**src/rtl/riscv_pkg.sv**
```systemverilog
// Shared RV32I definitions: ALU op codes, forward selects, EX/MEM register layout.
package riscv_pkg;

  localparam int XLEN = 32;
  localparam int REGW = 5;

  localparam logic [2:0] ALU_ADD = 3'b000;
  localparam logic [2:0] ALU_SUB = 3'b001;
  localparam logic [2:0] ALU_AND = 3'b010;
  localparam logic [2:0] ALU_OR  = 3'b011;
  localparam logic [2:0] ALU_SLT = 3'b101;

  localparam logic [1:0] FWD_RF  = 2'b00;
  localparam logic [1:0] FWD_WB  = 2'b01;
  localparam logic [1:0] FWD_MEM = 2'b10;

  // Everything memory_cycle consumes from the EX stage.
  typedef struct packed {
    logic            reg_write;
    logic            mem_write;
    logic            result_src;
    logic [REGW-1:0] rd;
    logic [XLEN-1:0] pc_plus4;
    logic [XLEN-1:0] alu_result;
    logic [XLEN-1:0] write_data;
  } ex_mem_t;

endpackage

```
**src/rtl/alu.sv**
```systemverilog
// Combinational RV32I ALU. Add, sub and slt share one adder so the path
// operand -> result -> Zero stays a single carry chain plus a compare.
module alu
  import riscv_pkg::*;
(
  input  logic [XLEN-1:0] A,
  input  logic [XLEN-1:0] B,
  input  logic [2:0]      ALUControl,
  output logic [XLEN-1:0] Result,
  output logic            Zero
);

  logic            sub_en;
  logic [XLEN-1:0] b_op;
  logic [XLEN-1:0] sum;
  logic            lt_signed;

  // Shared adder: subtraction (also used by slt) is A + ~B + 1.
  always_comb begin
    sub_en    = (ALUControl == ALU_SUB) || (ALUControl == ALU_SLT);
    b_op      = sub_en ? ~B : B;
    sum       = A + b_op + {{(XLEN-1){1'b0}}, sub_en};
    // Signs differ: A is less iff A is negative; otherwise the difference sign decides.
    lt_signed = (A[XLEN-1] ^ B[XLEN-1]) ? A[XLEN-1] : sum[XLEN-1];
  end

  // Result select; unused op codes produce 0.
  always_comb begin
    Result = '0;
    case (ALUControl)
      ALU_ADD: Result = sum;
      ALU_SUB: Result = sum;
      ALU_AND: Result = A & B;
      ALU_OR:  Result = A | B;
      ALU_SLT: Result = {{(XLEN-1){1'b0}}, lt_signed};
      default: Result = '0;
    endcase
    Zero = (Result == '0);
  end

endmodule

```
**src/rtl/execute_cycle.sv**
```systemverilog
// EX stage: operand forwarding, ALU, beq resolution, branch target and the
// EX/MEM pipeline register. Branch redirect is combinational back to fetch.
// There is no handshake: the EX/MEM register loads on every clock edge, and
// FlushE turns the captured instruction into a bubble.
module execute_cycle
  import riscv_pkg::*;
(
  input  logic            clk,
  input  logic            rst,
  input  logic            RegWriteE,
  input  logic            MemWriteE,
  input  logic            ResultSrcE,
  input  logic            BranchE,
  input  logic            ALUSrcE,
  input  logic [2:0]      ALUControlE,
  input  logic [XLEN-1:0] RD1_E,
  input  logic [XLEN-1:0] RD2_E,
  input  logic [XLEN-1:0] Imm_Ext_E,
  input  logic [XLEN-1:0] PCE,
  input  logic [XLEN-1:0] PCPlus4E,
  input  logic [REGW-1:0] RD_E,
  input  logic [XLEN-1:0] ResultW,
  input  logic [1:0]      ForwardA_E,
  input  logic [1:0]      ForwardB_E,
  input  logic            FlushE,
  output logic            PCSrcE,
  output logic [XLEN-1:0] PCTargetE,
  output logic            RegWriteM,
  output logic            MemWriteM,
  output logic            ResultSrcM,
  output logic [REGW-1:0] RD_M,
  output logic [XLEN-1:0] PCPlus4M,
  output logic [XLEN-1:0] ALU_ResultM,
  output logic [XLEN-1:0] WriteDataM
);

  ex_mem_t         ex_mem_q, ex_mem_d;
  logic [XLEN-1:0] src_a, fwd_b, src_b;
  logic [XLEN-1:0] alu_result;
  logic            alu_zero;

  // Forward muxes; select 11 falls back to the register file value.
  always_comb begin
    case (ForwardA_E)
      FWD_WB:  src_a = ResultW;
      FWD_MEM: src_a = ex_mem_q.alu_result;
      default: src_a = RD1_E;
    endcase
    case (ForwardB_E)
      FWD_WB:  fwd_b = ResultW;
      FWD_MEM: fwd_b = ex_mem_q.alu_result;
      default: fwd_b = RD2_E;
    endcase
    src_b = ALUSrcE ? Imm_Ext_E : fwd_b;
  end

  alu u_alu (
    .A          (src_a),
    .B          (src_b),
    .ALUControl (ALUControlE),
    .Result     (alu_result),
    .Zero       (alu_zero)
  );

  // Branch resolution; a flushed instruction never redirects fetch.
  always_comb begin
    PCSrcE    = BranchE & alu_zero & ~FlushE;
    PCTargetE = PCE + Imm_Ext_E;
  end

  // Next EX/MEM contents; a flush clears the controls that have side effects.
  always_comb begin
    ex_mem_d.reg_write  = RegWriteE;
    ex_mem_d.mem_write  = MemWriteE;
    ex_mem_d.result_src = ResultSrcE;
    ex_mem_d.rd         = RD_E;
    ex_mem_d.pc_plus4   = PCPlus4E;
    ex_mem_d.alu_result = alu_result;
    ex_mem_d.write_data = fwd_b;
    if (FlushE) begin
      ex_mem_d.reg_write  = 1'b0;
      ex_mem_d.mem_write  = 1'b0;
      ex_mem_d.result_src = 1'b0;
      ex_mem_d.rd         = '0;
    end
  end

  // EX/MEM pipeline register with asynchronous clear.
  always_ff @(posedge clk or posedge rst) begin
    if (rst) ex_mem_q <= '0;
    else     ex_mem_q <= ex_mem_d;
  end

  // Drive the M-stage outputs from the register.
  always_comb begin
    RegWriteM   = ex_mem_q.reg_write;
    MemWriteM   = ex_mem_q.mem_write;
    ResultSrcM  = ex_mem_q.result_src;
    RD_M        = ex_mem_q.rd;
    PCPlus4M    = ex_mem_q.pc_plus4;
    ALU_ResultM = ex_mem_q.alu_result;
    WriteDataM  = ex_mem_q.write_data;
  end

endmodule
```
**config.mk**
```make
export PLATFORM = sky130hd
export DESIGN_NAME = execute_cycle
export DESIGN_NICKNAME = d
export VERILOG_FILES = /design/src/rtl/riscv_pkg.sv /design/src/rtl/alu.sv /design/src/rtl/execute_cycle.sv
export SDC_FILE = /design/constraint.sdc
export NUM_CORES = 1
export LEC_CHECK = 0
export CAP_MARGIN = 20
export CORE_UTILIZATION = 36
export CTS_CLUSTER_DIAMETER = 80
export DETAILED_ROUTE_END_ITERATION = 10
export PLACE_DENSITY = 0.68
export REMOVE_ABC_BUFFERS = 1
export SKIP_LAST_GASP = 1
export SLEW_MARGIN = 5
export SYNTH_ARGS = -nofsm -noshare
export SYNTH_HDL_FRONTEND = slang
export SYNTH_SLANG_ARGS = --single-unit
```
**constraint.sdc**
```tcl
create_clock -name clk -period 7.4 [get_ports clk]
set_input_delay 0.74 -clock clk [delete_from_list [all_inputs] [get_ports clk]]
set_output_delay 0.74 -clock clk [all_outputs]
set_load 0.005 [all_outputs]
```
==> flow_summary_export.csv <==
group,metric,value,unit
outcome,status,"finished, final reports clean",
synthesis,synth-edff-count,0,
critical_path,cp_slowest_cell,"clkdlybuf4s50_1",
clock_network,cts_tree,"built",
floorplan,core_area,23700,µm²
hold_path,min-delay-start,"ALU_ResultM[6]$_DFF_PP0_",
synthesis,synthCells,1029,
clock_network,cts_buffer_depth,2,
critical_path,slowest_delay,0.53,ns
run,maxCapViolations,0,
route,viasPerCell,5.54,
layout,drive_gt1_share,9.12,%
pwr,p_leak,5.57,nW
clock_network,clock-root-buffer,"clkbuf_16",
critical_path,r2r-start,"ALU_ResultM[4]$_DFF_PP0_",
global_routing,grt_overflow,0,
synthesis,syn_area,8750,µm²
pwr,p_per_area,186,nW/µm²
synthesis,yosysWarnings,0,
critical_path,crit_required,6.66,ns
route,dr_total_vias,9626,
timing,final.min_clock_period,6.98,ns
timing,holdWs,0.621,ns
critical_path,end_kind,"primary output",
timing,timing.slew.headroom,36.6,%
hold_path,hp-class,"reg2reg",
place,place_congestion,0.979,
global_routing,grt_use_total,29.9,%
timing,tns,0,ns
timing,worst_pin_slew,0.951,ns
critical_path,path_max_fanout,18,
route,first_pass_iters,6,
route,wl_per_cell,21.9,µm
floorplan,die_w,158,µm
timing,grt_setup_unrepaired,"false",
timing,skew,0.0101,ns
clock_network,cts_made_buffers,9,
floorplan,die_h,158,µm
synthesis,synth.distinct_cells,70,
layout,fin_nets,1691,
place,io_buffers,348,
clock_network,htreeDepth,3,
route,drt-total-wl,38.0,mm
critical_path,critPathBufInv,4,
floorplan,die-area,24900,µm²
layout,multi_input_area,5830,µm²
global_routing,first_global_vias,9156,
route,drc,0,
critical_path,critPathTopFamily,"compound AO/OA/AOI/OAI gates",
global_routing,grt_pass1_wl,55.3,mm
critical_path,path_class,"in2out",
layout,area_growth,52.3,%
critical_path,worstPathCellList,"clkdlybuf4s50_1 -> inv_1 -> ha_1 -> buf_4 -> a22oi_1 -> o21ai_0 -> mux2_2 -> xnor2_1 -> ha_1 -> o21a_1 -> o211ai_1 -> a21oi_1 -> nor2_1 -> or3_1 -> o2111a_1 -> a211o_1 -> a221o_1 -> or4_1 -> or4_1 -> nor4_2 -> dlymetal6s2s_1",
layout,final_cell_mix,"clkdlybuf4s50_1, nand2_1, dfrtp_1, o21ai_0, buf_4",
clock_network,clkLatencyLatePin,0.36,ns
timing,final_hold_viol_count,0,
place,place_hpwl,31.4,mm
timing,drv_slew,0,
clock_network,clk_pin_slew,0.08,ns
floorplan,start_util,36.9,%
timing,setup-violations-final,0,
synthesis,synthFlopType,"dfrtp_1",
floorplan,rows,56,
global_routing,antenna_found_initial,3,
global_routing,grt_max_degree,66,
route,postRouteAntennaNets,0,
timing,max_freq,0.143,GHz
synthesis,async_flop_share,100,%
layout,fillCellCount,2234,
route,dr.first_iter.drc_count,700,
floorplan,ios,349,
synthesis,ys_seq_area_share,29.8,%
critical_path,startpoint_type,"primary input",
timing,finalCritPeriodShare,94.4,%
layout,regArea,2600,µm²
clock_network,cts.sinks,104,
synthesis,syn_avg_cell_area,8.50,µm²
synthesis,synth-seq-cells,104,
pwr,peakVddDrop,0.130,mV
layout,mostFrequentLayoutCell,"clkdlybuf4s50_1",
critical_path,critical_path.startpoint,"ForwardB_E[1]",
critical_path,arrival,6.24,ns
## timing repair
action                                  4_1_cts  5_1_grt
hold buffers                                  0        0
gates resized for setup                       0       11
endpoints found under the setup margin        0        1
setup buffers                                 0        4
## state kept, by name, indices dropped and copies added (netlist names)
register / count
ALU_ResultM: 32
RegWriteM: 1
ResultSrcM: 1
PCPlus4M: 32
MemWriteM: 1
WriteDataM: 32
RD_M: 5
## synthesized netlist by cell type (5+ instances only)
master	n	area, µm²
nor4_1	5	31.3
o21ai_1	6	30.0
o31ai_1	6	45.0
and2_1	7	43.8
o211ai_1	12	90.1
a211oi_1	9	67.6
clkbuf_1	41	154
buf_1	7	26.3
xor2_1	15	131
a21o_1	23	173
a22oi_1	57	428
inv_1	41	154
a221o_1	5	50.1
a22o_1	5	43.8
nor2b_1	19	119
nand4_1	13	81.3
o21bai_1	5	37.5
nor3_1	18	90.1
o21a_1	11	82.6
dfrtp_1	104	2600
mux2_2	23	259
a31oi_1	8	50.1
nand2b_1	19	119
nor2_1	43	161
a221oi_1	7	61.3
a21oi_1	62	310
xnor2_1	65	569
ha_1	67	838
or3_1	8	50.1
maj3_1	21	210
nand2_1	108	405
or4_1	7	52.6
o21ai_0	102	510
nand3_1	12	60.1
and3_1	7	43.8
## metal layers
metal	global-route usage, %	vias up	part of all wire [%]
met5	0	-	0
met3	6.54	43	8.4
met1	38.2	4617	42
met4	9.06	0	2.2
met2	49.9	392	48
li1	-	4574	-
## worst min-delay path, cell delays in order, from the launching register on
cell and delay, ns:
dfrtp_1 0.38, a221oi_1 0.11, nor2_1 0.10
## power breakdown
part | switching [mW] | internal (mW) | leakage (nW)
sequential | 0.0457 | 0.633 | 1.29
clock | 0.255 | 0.233 | 0.128
combinational | 0.654 | 0.660 | 4.15
## layout make-up
| type | count | area share [%] |
|---|---|---|
| Tap cell | 319 | 3.00 |
| Antenna cell | 4 | 0.0752 |
| Sequential cell | 104 | 19.5 |
| Multi-Input combinational cell | 833 | 43.8 |
| Clock buffer | 9 | 1.69 |
| Inverter | 41 | 1.20 |
| Clock inverter | 6 | 0.404 |
| Timing Repair Buffer | 421 | 30.3 |
## per-stage QoR
stage                     power (mW)  worst slack, ns  util (%)  cell area [µm²]  std cells
final                           2.48            0.417      56.2            13300       1737
after detailed placement        1.98           0.0485      54.7            13000       1714
after floorplan                 1.34            0.571         -             8550        978
after CTS                       2.47           0.0252      55.9            13200       1729
after global placement          1.98           0.0255      54.7            13000       1714
after global routing            2.62            0.232      56.2            13300       1736
## cells by family (layout without fill, tap and decap cells)
family,Yosys count,in the layout,synth area share (%)
muxes,27,27,3.42
xor gates and xnor gates,80,80,8.01
AOI/OAI and AO/OA,360,360,27.1
and+or+nand+nor,276,276,15.3
other,0,4,0
DFF,104,104,29.8
buffers and inverters,92,477,3.99
adders and majority gates,90,90,12.4
## final timing paths
path	endpoint	cells past startpoint	slack [ns]
max	PCSrcE	21	0.42
min	WriteDataM[6]$_DFF_PP0_	2	0.62
max reg2reg	ALU_ResultM[29]$_DFF_PP0_	17	3.06
min reg2reg	WriteDataM[6]$_DFF_PP0_	2	0.62
max in group asynchronous	ALU_ResultM[3]$_DFF_PP0_	3	5.28
min in group asynchronous	PCPlus4M[8]$_DFF_PP0_	2	0.75
Power figures use the tool's default switching activity.
